<file path="config.mk">
export PLATFORM = sky130hd
export DESIGN_NAME = dst_data_seq_flat
export DESIGN_NICKNAME = d
export VERILOG_FILES = /design/src/rtl/dst_data_seq_pkg.sv /design/src/rtl/dst_data_seq_if.sv /design/src/rtl/dst_data_seq_wait_timer.sv /design/src/rtl/dst_data_seq.sv /design/src/flat_wrapper.sv
export SDC_FILE = /design/constraint.sdc
export NUM_CORES = 1
export LEC_CHECK = 0
export CAP_MARGIN = 10
export CORE_MARGIN = 3
export CORE_UTILIZATION = 55
export CTS_BUF_LIST = sky130_fd_sc_hd__clkbuf_4
export DETAILED_ROUTE_END_ITERATION = 7
export PLACE_DENSITY = 0.95
export SYNTH_ARGS = -nofsm -noshare
export SYNTH_HDL_FRONTEND = slang
export SYNTH_SLANG_ARGS = --single-unit
</file>
<file path="constraint.sdc">
create_clock -name MasterClock -period 5.04 [get_ports MasterClock]
set_clock_uncertainty 0.15 [all_clocks]
set_input_delay 1.008 -clock MasterClock [delete_from_list [all_inputs] [get_ports MasterClock]]
set_output_delay 1.008 -clock MasterClock [all_outputs]
set_load 0.01 [all_outputs]
</file>
<file path="src/rtl/dst_data_seq_pkg.sv">
// ---------------------------------------------------------------------------
// Package : slipstream_dst_pkg
// Shared state encoding and constants for the destination data sequencer.
// Revision: 1.0
// ---------------------------------------------------------------------------
`default_nettype none

package slipstream_dst_pkg;

  // Sequencer states; explicit 3-bit encoding
  typedef enum logic [2:0] {
    ST_IDLE  = 3'd0,
    ST_REQ   = 3'd1,
    ST_WAIT  = 3'd2,
    ST_LOAD  = 3'd3,
    ST_DONE  = 3'd4,
    ST_CLOAD = 3'd5
  } dst_seq_state_t;

  // Default wait budget, in cycles spent in WAIT before abandoning a fetch
  localparam int unsigned TIMEOUT_DEFAULT = 15;

  // Terminal count of the wait timer for a given budget (legal budget 1..255)
  function automatic logic [7:0] tc_value(input int unsigned tmo);
    return 8'(tmo - 1);
  endfunction

endpackage

`default_nettype wire

</file>
<file path="src/rtl/dst_data_seq_if.sv">
// ---------------------------------------------------------------------------
// Interface : dst_data_seq_if
// Handshake and data bus between the blitter/CPU/memory side (master) and
// the destination data sequencer (slave).
// Revision: 1.0
// ---------------------------------------------------------------------------
`default_nettype none

interface dst_data_seq_if;
  logic       DFETCH;
  logic       CPUWR;
  logic [7:0] CPUD;
  logic       MEMACK;
  logic       MEMRDY;
  logic [7:0] MEMD;
  logic       MEMREQ;
  logic       LDDSTL;
  logic [7:0] ID;
  logic       DREADY;
  logic       TOERR;
  logic       BUSY;

  modport master (
    output DFETCH, CPUWR, CPUD, MEMACK, MEMRDY, MEMD,
    input  MEMREQ, LDDSTL, ID, DREADY, TOERR, BUSY
  );

  modport slave (
    input  DFETCH, CPUWR, CPUD, MEMACK, MEMRDY, MEMD,
    output MEMREQ, LDDSTL, ID, DREADY, TOERR, BUSY
  );
endinterface

`default_nettype wire

</file>
<file path="src/rtl/dst_data_seq_wait_timer.sv">
// ---------------------------------------------------------------------------
// Module  : dst_wait_timer
// 8-bit wait counter with synchronous clear/enable; tc flags TIMEOUT-1.
// Revision: 1.0
// ---------------------------------------------------------------------------
`default_nettype none

module dst_wait_timer
  import slipstream_dst_pkg::*;
#(
  parameter int unsigned TIMEOUT = TIMEOUT_DEFAULT
) (
  input  wire logic clk,
  input  wire logic rst,
  input  wire logic clr,
  input  wire logic en,
  output logic      tc
);

  localparam logic [7:0] C_TC = tc_value(TIMEOUT);

  logic [7:0] r_count;

  // Count cycles spent waiting; clear wins over enable
  always_ff @(posedge clk) begin
    if (rst || clr) begin
      r_count <= 8'd0;
    end else if (en) begin
      r_count <= r_count + 8'd1;
    end
  end

  assign tc = (r_count == C_TC);

endmodule

`default_nettype wire

</file>
<file path="src/rtl/dst_data_seq.sv">
// ---------------------------------------------------------------------------
// Module  : dst_data_seq
// Sequencer for the blitter destination data latch bank. Arbitrates memory
// fetches and CPU writes onto ID/LDDSTL and runs the memory handshake with a
// wait timeout. CPU writes arriving while busy are parked and replayed once
// the sequencer returns to IDLE, so the CPU value overrides fetched data.
// Revision: 1.0
// ---------------------------------------------------------------------------
`default_nettype none

module dst_data_seq
  import slipstream_dst_pkg::*;
#(
  parameter int unsigned TIMEOUT = TIMEOUT_DEFAULT
) (
  input  wire logic      MasterClock,
  input  wire logic      RESET,
  dst_data_seq_if.slave  bus
);

  localparam logic [2:0] S_IDLE  = ST_IDLE;
  localparam logic [2:0] S_REQ   = ST_REQ;
  localparam logic [2:0] S_WAIT  = ST_WAIT;
  localparam logic [2:0] S_LOAD  = ST_LOAD;
  localparam logic [2:0] S_DONE  = ST_DONE;
  localparam logic [2:0] S_CLOAD = ST_CLOAD;

  logic [2:0] r_state;
  logic [2:0] w_next;
  logic [7:0] r_id;
  logic [7:0] r_pend_data;
  logic       r_pend;
  logic       r_tmo;
  logic       w_tc;
  logic       w_tmr_clr;
  logic       w_tmr_en;
  logic       w_mem_cap;
  logic       w_timeout;

  // Memory data is captured on a same-cycle grant+ready in REQ or ready in WAIT
  assign w_mem_cap = ((r_state == S_REQ)  && bus.MEMACK && bus.MEMRDY) ||
                     ((r_state == S_WAIT) && bus.MEMRDY);

  // Wait budget exhausted with no data arriving this cycle
  assign w_timeout = (r_state == S_WAIT) && !bus.MEMRDY && w_tc;

  // Hold the timer at zero while requesting so WAIT always starts from 0
  assign w_tmr_clr = (r_state == S_REQ);
  assign w_tmr_en  = (r_state == S_WAIT) && !bus.MEMRDY && !w_tc;

  dst_wait_timer #(
    .TIMEOUT (TIMEOUT)
  ) u_wait_timer (
    .clk (MasterClock),
    .rst (RESET),
    .clr (w_tmr_clr),
    .en  (w_tmr_en),
    .tc  (w_tc)
  );

  // Next-state decode; CPU write outranks pending replay, which outranks fetch
  always_comb begin
    w_next = r_state;
    case (r_state)
      S_IDLE: begin
        if (bus.CPUWR || r_pend) begin
          w_next = S_CLOAD;
        end else if (bus.DFETCH) begin
          w_next = S_REQ;
        end
      end
      S_REQ: begin
        if (bus.MEMACK && bus.MEMRDY) begin
          w_next = S_LOAD;
        end else if (bus.MEMACK) begin
          w_next = S_WAIT;
        end
      end
      S_WAIT: begin
        if (bus.MEMRDY) begin
          w_next = S_LOAD;
        end else if (w_tc) begin
          w_next = S_DONE;
        end
      end
      S_LOAD:  w_next = S_DONE;
      S_DONE:  w_next = S_IDLE;
      S_CLOAD: w_next = S_IDLE;
      default: w_next = S_IDLE;
    endcase
  end

  // State register
  always_ff @(posedge MasterClock) begin
    if (RESET) begin
      r_state <= S_IDLE;
    end else begin
      r_state <= w_next;
    end
  end

  // Latch-input data: changes only on IDLE->CLOAD and on memory capture
  always_ff @(posedge MasterClock) begin
    if (RESET) begin
      r_id <= 8'h00;
    end else if ((r_state == S_IDLE) && bus.CPUWR) begin
      r_id <= bus.CPUD;
    end else if ((r_state == S_IDLE) && r_pend) begin
      r_id <= r_pend_data;
    end else if (w_mem_cap) begin
      r_id <= bus.MEMD;
    end
  end

  // Pending CPU write; a fresh write in IDLE supersedes any parked value
  always_ff @(posedge MasterClock) begin
    if (RESET) begin
      r_pend      <= 1'b0;
      r_pend_data <= 8'h00;
    end else if ((r_state != S_IDLE) && bus.CPUWR) begin
      r_pend      <= 1'b1;
      r_pend_data <= bus.CPUD;
    end else if (r_state == S_IDLE) begin
      r_pend      <= 1'b0;
    end
  end

  // Timeout flag: set on abandoning WAIT, reported and cleared in DONE
  always_ff @(posedge MasterClock) begin
    if (RESET) begin
      r_tmo <= 1'b0;
    end else if (w_timeout) begin
      r_tmo <= 1'b1;
    end else if (r_state == S_DONE) begin
      r_tmo <= 1'b0;
    end
  end

  assign bus.MEMREQ = (r_state == S_REQ);
  assign bus.LDDSTL = (r_state == S_LOAD) || (r_state == S_CLOAD);
  assign bus.ID     = r_id;
  assign bus.DREADY = (r_state == S_DONE);
  assign bus.TOERR  = (r_state == S_DONE) && r_tmo;
  assign bus.BUSY   = (r_state != S_IDLE);

endmodule

`default_nettype wire

</file>
<file path="src/flat_wrapper.sv">
// flat-port wrapper written by rule: the top's interface ports become plain ports
module dst_data_seq_flat import slipstream_dst_pkg::*;
#(
  parameter int unsigned TIMEOUT = TIMEOUT_DEFAULT
)
  (MasterClock, RESET, bus_DFETCH, bus_CPUWR, bus_CPUD, bus_MEMACK, bus_MEMRDY, bus_MEMD, bus_MEMREQ, bus_LDDSTL, bus_ID, bus_DREADY, bus_TOERR, bus_BUSY);
  dst_data_seq_if bus_i ();
  input  wire logic MasterClock;
  input  wire logic RESET;
  input wire logic [$bits(bus_i.DFETCH)-1:0] bus_DFETCH;
  input wire logic [$bits(bus_i.CPUWR)-1:0] bus_CPUWR;
  input wire logic [$bits(bus_i.CPUD)-1:0] bus_CPUD;
  input wire logic [$bits(bus_i.MEMACK)-1:0] bus_MEMACK;
  input wire logic [$bits(bus_i.MEMRDY)-1:0] bus_MEMRDY;
  input wire logic [$bits(bus_i.MEMD)-1:0] bus_MEMD;
  output wire logic [$bits(bus_i.MEMREQ)-1:0] bus_MEMREQ;
  output wire logic [$bits(bus_i.LDDSTL)-1:0] bus_LDDSTL;
  output wire logic [$bits(bus_i.ID)-1:0] bus_ID;
  output wire logic [$bits(bus_i.DREADY)-1:0] bus_DREADY;
  output wire logic [$bits(bus_i.TOERR)-1:0] bus_TOERR;
  output wire logic [$bits(bus_i.BUSY)-1:0] bus_BUSY;
  assign bus_i.DFETCH = bus_DFETCH;
  assign bus_i.CPUWR = bus_CPUWR;
  assign bus_i.CPUD = bus_CPUD;
  assign bus_i.MEMACK = bus_MEMACK;
  assign bus_i.MEMRDY = bus_MEMRDY;
  assign bus_i.MEMD = bus_MEMD;
  assign bus_MEMREQ = bus_i.MEMREQ;
  assign bus_LDDSTL = bus_i.LDDSTL;
  assign bus_ID = bus_i.ID;
  assign bus_DREADY = bus_i.DREADY;
  assign bus_TOERR = bus_i.TOERR;
  assign bus_BUSY = bus_i.BUSY;
  dst_data_seq #(.TIMEOUT(TIMEOUT)) u_core (.MasterClock(MasterClock), .RESET(RESET), .bus(bus_i));
endmodule
</file>
Word level (Yosys, flattened, before mapping). Cells that the tools add are included.

Output and inout bits: 13. Word-level logic and storage cells: 53. Input port bits: 22. Register bits after elaboration: 29.

Mux-type cells: 14. Reduce and logical (&&, ||, !) cells: 23. Equal/unequal tests: 9. Add/subtract/negate cells: 1.

Operator list (number): 8-bit two-way mux (3); 3-bit two-way mux (6); 3-bit case mux with 4 select lines (1); 1-bit logical AND (11); 3-bit by 2-bit inequality test with 1-bit output (second input constant) (3); 8-bit by 1-bit adder with 8-bit output (second input constant) (1); 8-bit by 4-bit equality test with 1-bit output (second input constant) (1); 3-bit by 2-bit equality test with 1-bit output (second input constant) (2); 3-bit equality test (second input constant) (2); 3-bit nonzero test (2); 1-bit logical OR (4); 1-bit two-way mux (4); 2-bit nonzero test (2); 3-bit by 1-bit equality test with 1-bit output (second input constant) (1); 3-bit logical NOT (1); 3-bit AND reduction (1); 1-bit logical NOT (2).

Depth between registers and ports, before layout.
Depth in word-level cells: 7. Depth in mapped cells: 6. Depth with buffers taken out: 5.

By module. Synthesis repeated with hierarchy kept, for this count alone.

Cell total of the unflattened synthesis: 167. Area total of the unflattened synthesis: 1471.4 µm².

By module, submodules not included: dst_data_seq (times used 1, cells an instance 125, area each 1087.3 µm², sequential area each 420.4 µm²); dst_wait_timer (times used 1, cells an instance 42, area each 384.1 µm², sequential area each 160.2 µm²).

Least setup slack after synthesis. Ideal clock, no wire load.

Path kind: input -> register. Start point: input port bus_MEMRDY. End point: register u_core.u_wait_timer.r_count[2]. Library setup time: 116 ps. Required time: 4774 ps. Buffers on the path: 0. Data arrival time: 2035 ps. Setup slack: 2739 ps. Stages on the path: 4. Cells stage by stage: or4b_4 -> a31oi_4 -> a211oi_1 -> a31o_1.

Word-level cells in the longest chain between the ends: 3.

RTL lines: from (decl) (RTL line flat_wrapper.sv:14) `input wire logic [$bits(bus_i.MEMRDY)-1:0] bus_MEMRDY;`; 1-bit logical NOT (RTL line dst_data_seq.sv:49) `assign w_tmr_en = (r_state == S_WAIT) && !bus.MEMRDY && !w_tc;`; 1-bit logical AND (2 in a row) (RTL line dst_data_seq.sv:49); to (signal assigned) (RTL line dst_data_seq_wait_timer.sv:29) `r_count <= r_count + 8'd1;`; to (decl) (RTL line dst_data_seq_wait_timer.sv:22) `logic [7:0] r_count;`.

No other way between the ends. A chain may end at the register's enable or synchronous reset.

Worst setup path after layout.
Start point: register u_core.r_state[2]. End point: output port bus_BUSY.

Word-level cells in the longest chain between the ends: 1.

RTL lines: from (decl) (RTL line dst_data_seq.sv:28) `logic [2:0] r_state;`; from (signal assigned) (RTL line dst_data_seq.sv:98) `r_state <= w_next;`; 3-bit nonzero test (RTL line dst_data_seq.sv:144) `assign bus.BUSY = (r_state != S_IDLE);`; to (decl) (RTL line flat_wrapper.sv:21) `output wire logic [$bits(bus_i.BUSY)-1:0] bus_BUSY;`.

No other way between the ends.

==> key figures <==
Status
  – Status: completed

Setup path
  – Crit Path Class: flop to output port
  – CP endpoint kind: output port
  – Worst Path Max Fanout: 14
  – Worst EP required: a little under 4000 ps
  – R2R Path Start: u_core.r_state[2]
  – CP Launch Type: flop
  – Crit path from: u_core.r_state[2]
  – CP arrival: approximately 2000 ps

GRT
  – Total GRT Usage: 24.7%
  – Vias in the first global route: 1445
  – First-pass GRT wire length: 6400 um
  – Antenna violations before repair: 0
  – Total congestion overflow: 0
  – Largest net degree at the start of global routing: 21

Synthesis
  – Ys Warns: 0
  – Sequential element share of the synthesized area: 38.8%
  – Synth area leader: dfxtp_1
  – Syn Inst Count: approximately 190
  – Post-synth cell types: 40
  – Synth Area per Inst: a little over 8 sq um
  – Ys flop type: dfxtp_1
  – Async SR Flop Fraction: 0%
  – Area share of the largest cell type after synthesis: between 30% and 40%
  – Syn Std Cell Area: around 1500 sq um
  – EDFF count, synth: 0
  – Syn nets: 209
  – #FFs+latches synth: 29
  – Top area cells in the synthesized netlist: dfxtp_1 (39%), nor2_1 (6.5%), a21oi_1 (4.7%)

CTS
  – CTS root buf: clkbuf_4
  – CTS buffer count: 5
  – Number of setup buffers added after CTS: 0
  – Clock Tree Buf Depth: 2
  – Htree depth: 2
  – Post-cts sizing count: 0
  – Clock net sink count: 29
  – Clk Latency, worst-skew pair: about 330 ps
  – Clock slew at reported path FFs: around 100 ps
  – TritonCTS clock tree: yes
  – Post-cts hold buffer count: 0

Route
  – WL met3: about 330 um
  – 1st-iter DRT viols: 119
  – Top layer in use: met4
  – WL met2: between 1500 and 2000 um
  – WL final: 3920 um
  – Wire per inst: between 15 and 20 um
  – Wl on met1: 1570 um
  – Vias after detailed routing: ~1.5k
  – Number of vias per cell: slightly above 6
  – DRT Pass-1 Iters: 4
  – ANT nets after route: 0
  – DRC: 0

Pwr
  – Worst vdd ir: 302 uV
  – Power Density: around 480 nW/um^2
  – LEAKAGE: 0.671 nW

Layout
  – Synth-to-layout area growth: 25.4%
  – Layout cells sized above 1: under 10%
  – Post-Layout Inst Area: approximately 1900 sq um
  – Most common cell after layout, fill and taps aside: clkdlybuf4s50_1
  – Final cell count without fillers: 247
  – Nets: 240
  – # diodes: 0
  – Most frequent cells in the layout: clkdlybuf4s50_1 (34), dfxtp_1 (29), nor2_1 (26), a21oi_1 (14), inv_1 (13)

Timing
  – Final Hold Vio Count: 0
  – FMAX: roughly 0.31 GHz
  – Final setup viols: 0
  – Post-layout min period: 3180 ps
  – Post-route setup slack: between 1500 and 2000 ps
  – Unrepaired setup endpoints after global routing: no
  – Hold WS: 312 ps
  – Worst Tran Pin Value: approximately 760 ps
  – Slew Limit Fails: 0
  – Post-Route Setup TNS: 0 ps
  – Post-route clock period utilization: a little over three fifths
  – Slew margin rel.: 48.7%

Worst hold path
  – Hold WC Path Type: flop to flop
  – Hold_sp: u_core.bus.ID[4]

Placed design
  – Pre-CTS WS: roughly 1900 ps
  – I/O Buffers: 34
  – Dpl hpwl: between 2000 and 3000 um
  – Placed inst area: 1830 sq um
  – Routability congestion estimate from global placement: just over 0.9
  – Dpl cells: roughly 240

Floorplanning
  – Rows: 18
  – # IOs: 35
  – Die area: between 3000 and 4000 sq um
  – Die Width: between 50 and 60 um
  – Die Ht: just under 60 um
  – Initial core utilization: 59.3%
  – Core Box Area: around 2500 sq um

Run
  – Max-cap violations: 0
==> per-layer routing <==
layer	track usage, %	vias to the layer above
met4	10.9	0
met2	39.8	71
met1	30.4	702
met3	7.35	9
met5	0	-
li1	-	725
==> cells in the mapped netlist (2+ instances only) <==
library cell / number
nor2_1: 26
and2_1: 3
nand4_1: 4
a211oi_1: 2
o21ai_0: 2
nand3_1: 9
o22a_1: 4
a31oi_1: 3
dfxtp_1: 29
buf_1: 2
nand2_1: 11
nand3b_1: 2
buf_2: 2
nand2b_1: 5
a21oi_1: 14
inv_1: 13
ha_1: 2
o22ai_1: 9
nor3_1: 3
clkbuf_1: 5
and3_1: 3
xnor2_1: 2
nor4_1: 2
or3_1: 2
xor2_1: 4
o32ai_1: 8
==> cells by family (layout without fill, tap and decap cells) <==
kind of cell,after synthesis,after routing,share of synthesized area (%)
xor+xnor,6,6,3.51
fa+ha+maj,2,2,1.67
buf+inv,25,57,7.20
mux,1,1,0.669
simple gates,75,75,25.9
compound gates,47,47,22.3
flops,29,29,38.8
==> registers in the layout (all words and copies together) (netlist names) <==
signal	count
u_core.bus.ID	8
u_core.r_pend_data	8
u_core.u_wait_timer.r_count	8
u_core.r_state	3
u_core.r_pend	1
u_core.r_tmo	1
==> area by class of cell <==
type / instances / area [sq um]
clock inverters: 3 / 12.5
multi-input cells: 131 / 807
repair buffers: 35 / 348
well taps: 30 / 37.5
clock buffers: 5 / 37.5
inverters: 14 / 52.6
fillers: 192 / 647
flip-flops and latches: 29 / 581
==> worst max-delay path: stages, from the launching register on <==
cell and delay [ps]:
dfxtp_1 610, nor3_1 120, buf_4 210, inv_2 190
clkdlybuf4s50_1 570
==> through the flow <==
| step | power, W | util (%) |
|---|---|---|
| 2_1_floorplan | 0.000609 | - |
| 3_3_place_gp | 0.000747 | 72.4 |
| 3_5_place_dp | 0.000766 | 72.4 |
| 4_1_cts | 0.000896 | 74.4 |
| 5_1_grt | 0.000958 | 74.4 |
| 6_report | 0.000899 | 74.4 |
==> where the power goes <==
group | internal (W) | switching, W
sequential | 0.000284 | 0.0000668
clock | 0.0000502 | 0.0000800
combinational | 0.000200 | 0.000219
total | 0.000534 | 0.000365
==> final timing paths <==
kind	to	slack, ps	cells past startpoint
min	u_core.bus.ID[4]	310	2
max	bus_BUSY	1860	4
min reg2reg	u_core.bus.ID[4]	310	2
max reg2reg	u_core.bus.ID[1]	2870	6
No activity file was read; power rests on OpenSTA's default activity.
